===== src/rtl/mem_stage.sv =====
// mem_stage: MEM pipeline stage with a handshaked data-memory port, stall,
// branch/jump redirect and the MEM/WB pipeline register.
`default_nettype none

module mem_stage (
  input  logic        clk,
  input  logic        rst,
  input  logic        RegWrite_in,
  input  logic        MemtoReg_in,
  input  logic        Branch_in,
  input  logic        MemRead_in,
  input  logic        MemWrite_in,
  input  logic        Jump_in,
  input  logic [31:0] jump_addr_in,
  input  logic [31:0] branch_addr_in,
  input  logic [31:0] ALU_result_in,
  input  logic [31:0] reg_read_data_2_in,
  input  logic        ALU_zero_in,
  input  logic [4:0]  EX_MEM_RegisterRd_in,
  output logic        mem_req,
  output logic        mem_we,
  output logic [31:0] mem_addr,
  output logic [31:0] mem_wdata,
  input  logic        mem_ack,
  input  logic [31:0] mem_rdata,
  output logic        PCSrc_out,
  output logic [31:0] PC_target_out,
  output logic        Flush_out,
  output logic        Stall_out,
  output logic        RegWrite_out,
  output logic        MemtoReg_out,
  output logic [31:0] read_data_out,
  output logic [31:0] ALU_result_out,
  output logic [4:0]  MEM_WB_RegisterRd_out
);

  typedef enum logic [0:0] {IDLE = 1'b0, WAIT = 1'b1} state_t;

  state_t      state_q;
  logic        mem_req_q;
  logic        mem_we_q;
  logic [31:0] mem_addr_q;
  logic [31:0] mem_wdata_q;
  // Writeback fields of the in-flight memory instruction, captured at issue.
  logic        rw_q;
  logic        mtr_q;
  logic [4:0]  rd_q;
  logic        wb_rw_q;
  logic        wb_mtr_q;
  logic [31:0] wb_rdata_q;
  logic [31:0] wb_alu_q;
  logic [4:0]  wb_rd_q;
  logic        access;

  assign access = MemRead_in | MemWrite_in;

  always_comb begin
    Stall_out     = 1'b0;
    PCSrc_out     = 1'b0;
    PC_target_out = 32'h0;
    if (state_q == IDLE) begin
      Stall_out = access;
      if (!access) begin
        if (Jump_in) begin
          PCSrc_out     = 1'b1;
          PC_target_out = jump_addr_in;
        end else if (Branch_in && ALU_zero_in) begin
          PCSrc_out     = 1'b1;
          PC_target_out = branch_addr_in;
        end
      end
    end else begin
      Stall_out = ~mem_ack;
    end
  end

  assign Flush_out = PCSrc_out;

  always_ff @(posedge clk or negedge rst) begin
    if (!rst) begin
      state_q     <= IDLE;
      mem_req_q   <= 1'b0;
      mem_we_q    <= 1'b0;
      mem_addr_q  <= 32'h0;
      mem_wdata_q <= 32'h0;
      rw_q        <= 1'b0;
      mtr_q       <= 1'b0;
      rd_q        <= 5'h0;
      wb_rw_q     <= 1'b0;
      wb_mtr_q    <= 1'b0;
      wb_rdata_q  <= 32'h0;
      wb_alu_q    <= 32'h0;
      wb_rd_q     <= 5'h0;
    end else begin
      case (state_q)
        IDLE: begin
          if (access) begin
            state_q     <= WAIT;
            mem_req_q   <= 1'b1;
            mem_addr_q  <= ALU_result_in;
            mem_wdata_q <= reg_read_data_2_in;
            mem_we_q    <= MemWrite_in;
            rw_q        <= RegWrite_in;
            mtr_q       <= MemtoReg_in;
            rd_q        <= EX_MEM_RegisterRd_in;
            wb_rw_q     <= 1'b0;
            wb_mtr_q    <= 1'b0;
          end else begin
            wb_rw_q    <= RegWrite_in;
            wb_mtr_q   <= MemtoReg_in;
            wb_alu_q   <= ALU_result_in;
            wb_rd_q    <= EX_MEM_RegisterRd_in;
            wb_rdata_q <= 32'h0;
          end
        end
        WAIT: begin
          if (mem_ack) begin
            state_q    <= IDLE;
            mem_req_q  <= 1'b0;
            wb_rw_q    <= rw_q;
            wb_mtr_q   <= mtr_q;
            wb_alu_q   <= mem_addr_q;
            wb_rd_q    <= rd_q;
            // A combined read+write issues as a store, so no load data.
            wb_rdata_q <= mem_we_q ? 32'h0 : mem_rdata;
          end else begin
            wb_rw_q  <= 1'b0;
            wb_mtr_q <= 1'b0;
          end
        end
        default: state_q <= IDLE;
      endcase
    end
  end

  assign mem_req               = mem_req_q;
  assign mem_we                = mem_we_q;
  assign mem_addr              = mem_addr_q;
  assign mem_wdata             = mem_wdata_q;
  assign RegWrite_out          = wb_rw_q;
  assign MemtoReg_out          = wb_mtr_q;
  assign read_data_out         = wb_rdata_q;
  assign ALU_result_out        = wb_alu_q;
  assign MEM_WB_RegisterRd_out = wb_rd_q;

endmodule

`default_nettype wire


===== config.mk =====
export PLATFORM = sky130hd
export DESIGN_NAME = mem_stage
export DESIGN_NICKNAME = d
export VERILOG_FILES = /design/src/rtl/mem_stage.sv
export SDC_FILE = /design/constraint.sdc
export NUM_CORES = 1
export LEC_CHECK = 0
export BUFFER_PORTS_ARGS = -buffer_cell sky130_fd_sc_hd__buf_4
export CAP_MARGIN = 20
export CELL_PAD_IN_SITES_DETAIL_PLACEMENT = 0
export CELL_PAD_IN_SITES_GLOBAL_PLACEMENT = 1
export CORE_ASPECT_RATIO = 0.7
export CORE_MARGIN = 2
export CORE_UTILIZATION = 31
export DETAILED_ROUTE_END_ITERATION = 16
export PLACE_DENSITY_LB_ADDON = 0.1
export SLEW_MARGIN = 20
export SYNTH_ARGS = -nofsm -noshare
export SYNTH_HDL_FRONTEND = slang
export SYNTH_SLANG_ARGS = --single-unit
export TNS_END_PERCENT = 30

===== constraint.sdc =====
create_clock -name clk -period 2.05 [get_ports clk]
set_clock_uncertainty 0.15 [all_clocks]
set_input_delay 0.41 -clock clk [delete_from_list [all_inputs] [get_ports clk]]
set_output_delay 0.41 -clock clk [all_outputs]
set_load 0.05 [all_outputs]

==> impl_metrics.py, run 1 <==
metrics = {
    "synth": {
        "async_reset_ff_share_pct": 100,
        "yosysUniqueCellTypes": 22,
        "syn_area_um2": 6780,
        "synth_nets": 727,
        "seq_area_frac_synth_pct": 53.5,
        "ys_ff_latch": 145,
        "netlist_instances": 552,
        "syn_area_per_cell_um2": 12.3,
        "dominantRegCellSynth": "dfrtp_1",
        "synth-edff-count": 0,
        "synth-warning-count": 0,
    },
    "worst_hold_path": {
        "min_path_cells": 2,
        "min_from": "mem_rdata[5]",
        "hold_path_class": "in2reg",
        "hold-path-endpoint": "read_data_out[5]",
    },
    "power": {
        "p_leak_nw": 4.97,
        "power_mw": 12.2,
        "power_density_nw_per_um2": 1120,
        "peakVddDrop_mv": 0.605,
    },
    "floorplanning": {
        "rows": 45,
        "die_y_um": 128,
        "pin_count": 347,
        "die_area_um2": 23100,
        "coreArea_um2": 21600,
        "die_w_um": 181,
        "start_util_pct": 31.4,
    },
    "cells_and_area": {
        "multi_input_area_um2": 3040,
        "finalInstanceArea_um2": 10800,
        "antenna_cells": 0,
        "drive_above_1_share_pct": 61.8,
        "nNetsFinal": 1058,
        "syn_to_final_growth_pct": 60.0,
        "regArea_um2": 3630,
        "nFillCells": 1906,
    },
    "clocking": {
        "clk_pin_slew_ns": 0.07,
        "cts-root-buf": "clkbuf_16",
        "numClockSinks": 145,
        "cts_buffer_depth": 2,
        "tritoncts": "done",
        "cts_made_buffers": 17,
        "htreeDepth": 4,
        "clock_latency_ns": 0.42,
    },
    "critical_path": {
        "rrSetupSlack_ns": 0.11,
        "r2r-start": "state_q",
        "cp-end-kind": "primary output",
        "start_kind": "flop",
        "reg2reg_depth": 4,
        "path_max_fanout": 21,
        "crit_arrival_ns": 1.85,
        "required_ns": 1.49,
        "worst_r2r_endpoint": "read_data_out[1]",
        "crit_type": "reg2out",
    },
    "placed_design": {
        "place_worst_setup_slack_ns": -0.114,
        "port-buffer-count": 346,
        "gp_congestion": 0.887,
        "place_area_um2": 10100,
        "dp_hpwl_um": 17100,
    },
    "status": {
        "outcome": "finished, violations left",
        "violations": "setup timing",
    },
    "sta": {
        "timing.final.ws_setup_ns": -0.363,
        "finalCritPeriodShare_pct": 118,
        "setup_tns_ns": -11.36,
        "max-slew-margin-rel_pct": 63.3,
        "rsz0062_at_grt": "true",
        "hold_ws_ns": 0.0489,
        "drv_slew": 0,
        "max_freq_mhz": 414,
        "hold_violations": 0,
        "finalCriticalPeriod_ns": 2.41,
        "setup_viol": 35,
        "worst_slew_pin_slew_ns": 0.551,
    },
    "drt": {
        "viasPerCell": 5.09,
        "num_vias": 5991,
        "final_antenna_net_count": 0,
        "drtPass1Iterations": 5,
        "drt_iter0_markers": 299,
        "drt-wirelength-per-cell_um": 20.1,
        "drt-total-wl_um": 23600,
        "drc": 0,
    },
    "global_routing": {
        "grt_pass1_vias": 6301,
        "grt_start_max_net_pins": 47,
        "grt-ovfl-total": 0,
        "track_usage_pct": 20.0,
        "grt_pass1_wl_um": 35800,
        "antenna_found_initial": 0,
    },
    "job": {
        "maxCapViolCount": 0,
    },
}
kinds of logic after synthesis:
group | count (synthesis) | share of synthesized area (%)
AO/OA/AOI/OAI | 126 | 17.3
buffers and inverters | 101 | 6.66
flip-flops | 145 | 53.5
AND/OR/NAND/NOR | 91 | 8.07
multiplexers | 89 | 14.5
per-layer routing:
| metal | track usage (%) | wire, um | vias up |
|---|---|---|---|
| met5 | 0 | 0 | - |
| met4 | 5.31 | 342 | 0 |
| met3 | 7.44 | 2080 | 20 |
| met2 | 34.2 | 12000 | 250 |
| met1 | 23.8 | 9250 | 2958 |
| li1 | - | - | 2763 |
worst max-delay path: stages (launching register included):
cell     delay [ns]
dfrtp_2        0.43
or3_4          0.43
buf_12         0.22
a21oi_2        0.16
buf_6          0.18
cells in the final DEF (no fill, tap or decap), types with 32 or more instances in the layout:
master | netlist | final
buf_4 | 1 | 328
nor4_1 | 37 | 37
a21oi_1 | 54 | 38
mux2_2 | 72 | 72
inv_1 | 38 | 38
a221oi_2 | 37 | 37
a32o_1 | 32 | 32
dfrtp_1 | 145 | 144
buf_6 | 6 | 36
how the worst max path moves through the flow:
stage	start	slack (ns)	end
after floorplan	state_q	-0.14	PCSrc_out
after global placement	MemRead_in	-0.1	PC_target_out[16]
after detailed placement	MemRead_in	-0.11	PC_target_out[16]
after CTS	state_q	-0.39	PC_target_out[16]
after global routing	state_q	-0.41	PC_target_out[30]
final	state_q	-0.36	PC_target_out[21]
power by group:
group | internal [mW] | leakage (nW) | switching, mW
sequential | 3.49 | 1.72 | 0.407
clock | 1.87 | 0.300 | 1.33
combinational | 1.73 | 2.95 | 3.36
total | 7.09 | 4.97 | 5.10
timing repair:
item                                    in CTS  in global routing
hold buffers                                 1                  0
gates cloned                                 0                  0
pin swaps                                    2                  0
gates resized for setup                     36                  1
buffers inserted                             0                  0
endpoints found under the setup margin      35                 35
hold endpoints to repair                    42                  0
cell type report:
cell class	instances	area share (%)
Tap cell	282	3.25
Clock buffer	18	4.05
Timing Repair Buffer	375	28.4
Multi-Input combinational cell	306	28.0
Clock inverter	14	1.56
Sequential cell	145	33.5
Inverter	38	1.32
metrics by stage:
stage / util (%) / instances
final: 50.3 / 1178
after global routing: 50.3 / 1178
after CTS: 50.3 / 1178
after detailed placement: 46.8 / 1145
after global placement: 46.8 / 1145
after floorplan: - / 552
registers in the layout (all words and copies together), names as in the netlist:
| signal | count |
|---|---|
| ALU_result_out | 32 |
| MEM_WB_RegisterRd_out | 5 |
| MemtoReg_out | 1 |
| RegWrite_out | 1 |
| mem_addr | 32 |
| mem_req | 1 |
| mem_wdata | 32 |
| mem_we | 1 |
| mtr_q | 1 |
| rd_q | 5 |
| read_data_out | 32 |
| rw_q | 1 |
| state_q | 1 |
synth_stat cells (all sizes together), types with 16 or more instances:
cell	n	area, um2
mux2i	17	170
nand2	16	60.1
a32o	32	320
dfrtp	145	3630
a21oi	54	270
inv	38	143
clkbuf	36	135
nor4	37	231
buf	27	174
nor3	18	90.1
a221oi	37	556
mux2	72	811
No activity file was read; power rests on OpenSTA's default activity.
==> inputs of run 2 (changes only) <==
CORE_UTILIZATION = 34   (was 31)
clock period = 2.3 ns   (was 2.05 ns; I/O delays follow)
==> run 2 against run 1 <==
The flow still finishes with violations (setup timing). Utilization grew 3.8 points. Critical path depth is the same. Sequential power shrank 11%. Clock-buffer cell count grew 1. Global-route usage grew 1.3 points. Worst hold slack gained 0.053 ns. Clock power shrank 17%. Cell area shrank 1.8%. Non-clock buffer count shrank 1. Via count is essentially flat. First-iteration DRC count shrank 7.4%. Largest cell class unchanged.
==> impl_metrics.py, run 2 (synthesis results as in run 1) <==
metrics = {
    "placed_design": {
        "gp_congestion": 0.882,
        "dp_hpwl_um": 16300,
        "port-buffer-count": 346,
    },
    "critical_path": {
        "critical_path.startpoint": "state_q",
        "crit_arrival_ns": 1.80,
        "reg2reg_depth": 4,
        "path_cells": "or3_4 -> buf_12 -> nor3_2 -> buf_6",
        "worst_path_max_delay_cell": "dfrtp_2",
        "worst_r2r_endpoint": "mem_wdata[18]",
        "crit_type": "reg2out",
        "cp-end-kind": "primary output",
        "path_max_fanout": 20,
        "cp_top_family": "simple AND/OR/NAND/NOR gates",
        "rrSetupSlack_ns": 0.37,
        "required_ns": 1.69,
        "r2r-start": "state_q",
        "start_kind": "flop",
        "slowest_delay_ns": 0.40,
        "path_buf_inv": 2,
    },
    "power": {
        "switching_share_pct": 42.2,
        "seqPwrFrac_pct": 32.6,
        "clockPowerShare_pct": 25.0,
        "power_mw": 10.6,
        "p_leak_nw": 4.89,
        "combPwrFrac_pct": 42.5,
        "p_int_mw": 6.15,
        "peakVddDrop_mv": 0.645,
        "power_density_nw_per_um2": 998,
        "p_sw_mw": 4.49,
    },
    "clocking": {
        "numClockSinks": 145,
        "cts-root-buf": "clkbuf_16",
        "htreeDepth": 4,
        "cts_buffer_depth": 2,
        "clock_latency_ns": 0.42,
        "tritoncts": "done",
        "clk_pin_slew_ns": 0.07,
        "cts_made_buffers": 17,
    },
    "floorplanning": {
        "start_util_pct": 34.4,
        "die_area_um2": 21100,
        "pin_count": 347,
        "die_w_um": 173,
        "rows": 43,
        "coreArea_um2": 19700,
        "die_y_um": 122,
    },
    "status": {
        "violations": "setup timing",
        "outcome": "finished, violations left",
    },
    "sta": {
        "setup_viol": 32,
        "finalCriticalPeriod_ns": 2.41,
        "finalCritPeriodShare_pct": 105,
        "worst_slew_pin_slew_ns": 0.634,
        "max_freq_mhz": 415,
        "setup_tns_ns": -1.30,
        "rsz0062_at_grt": "true",
        "max-slew-margin-rel_pct": 57.7,
        "hold_violations": 0,
        "timing.final.ws_setup_ns": -0.110,
        "drv_slew": 0,
    },
    "drt": {
        "drtPass1Iterations": 6,
        "final_antenna_net_count": 0,
        "drt_iter0_markers": 277,
        "num_vias": 5987,
        "drt-total-wl_um": 22800,
        "drt-wirelength-per-cell_um": 19.6,
        "drc": 0,
        "viasPerCell": 5.14,
    },
    "cells_and_area": {
        "final_common_cell": "buf_4",
        "drive_above_1_share_pct": 61.8,
        "syn_to_final_growth_pct": 57.2,
        "nNetsFinal": 1057,
        "final_cell_mix": "330 x buf_4, 144 x dfrtp_1, 72 x mux2_2",
        "antenna_cells": 0,
    },
    "worst_hold_path": {
        "min_path_cells": 2,
        "hold_path_class": "in2reg",
        "hold-path-endpoint": "read_data_out[6]",
        "min_from": "mem_rdata[6]",
    },
    "job": {
        "maxCapViolCount": 0,
    },
    "global_routing": {
        "grt_start_max_net_pins": 89,
        "grt_pass1_wl_um": 34900,
        "track_usage_pct": 21.2,
        "grt_pass1_vias": 6212,
        "grt-ovfl-total": 0,
        "antenna_found_initial": 0,
    },
}
## run 2: worst reg2reg max path, stage by stage, from the launching register on
cell and delay (ns):
dfrtp_2 0.36, buf_4 0.32, o21bai_4 0.22, buf_12 0.35, mux2_2 0.42
## run 2: repair_timing
action                                  in CTS  in global routing
endpoints found under the hold margin      145                  0
resized for setup                           39                  9
hold buffers                                 1                  0
endpoints found under the setup margin      35                 35
pin swaps                                    0                  2
setup buffers                                0                  2
## run 2: final cells by class
cell class	count	area, um2
Tap cell	270	338
Sequential cell	145	3630
Multi-Input combinational cell	306	2960
Clock inverter	13	125
Clock buffer	19	433
Inverter	38	143
Fill cell	1742	9030
Timing Repair Buffer	374	3030
## run 2: routing by layer
metal | vias up | part of all wire, % | global-route usage [%]
met4 | 0 | 1.1 | 4.77
met2 | 225 | 51 | 36.5
li1 | 2736 | - | -
met5 | - | 0 | 0
met3 | 18 | 8.8 | 8.74
met1 | 3008 | 39 | 25.1
## run 2: worst max path at each step
| stage | endpoint | slack [ns] | cells after the start |
|---|---|---|---|
| CTS | PC_target_out[0] | -0.19 | 4 |
| global placement | PC_target_out[11] | 0.04 | 4 |
| finish | PC_target_out[27] | -0.11 | 4 |
| global route | PC_target_out[8] | -0.16 | 4 |
| floorplan | PC_target_out[10] | -0.28 | 5 |
| detailed placement | PC_target_out[7] | 0.001 | 4 |
## run 2: power groups by stage
stage	logic [mW]	clock network, mW	registers [mW]
after floorplan	1.09	0	5.34
after global placement	4.47	0	3.48
after detailed placement	4.53	0	3.50
after CTS	4.55	2.74	3.47
after global routing	4.73	2.84	3.53
final	4.52	2.65	3.46
## run 2: through the flow
step                      area (um2)  cells  hold WS (ns)  utilization (%)  setup slack, ns
after floorplan                 6950    552        0.0144                -           -0.277
after global placement          9870   1130         0.311             50.1           0.0428
after detailed placement        9870   1130         0.317             50.1          0.00135
after CTS                      10600   1163        0.0800             53.7           -0.191
after global routing           10700   1165        0.0854             54.1           -0.160
final                          10700   1165         0.102             54.1           -0.110
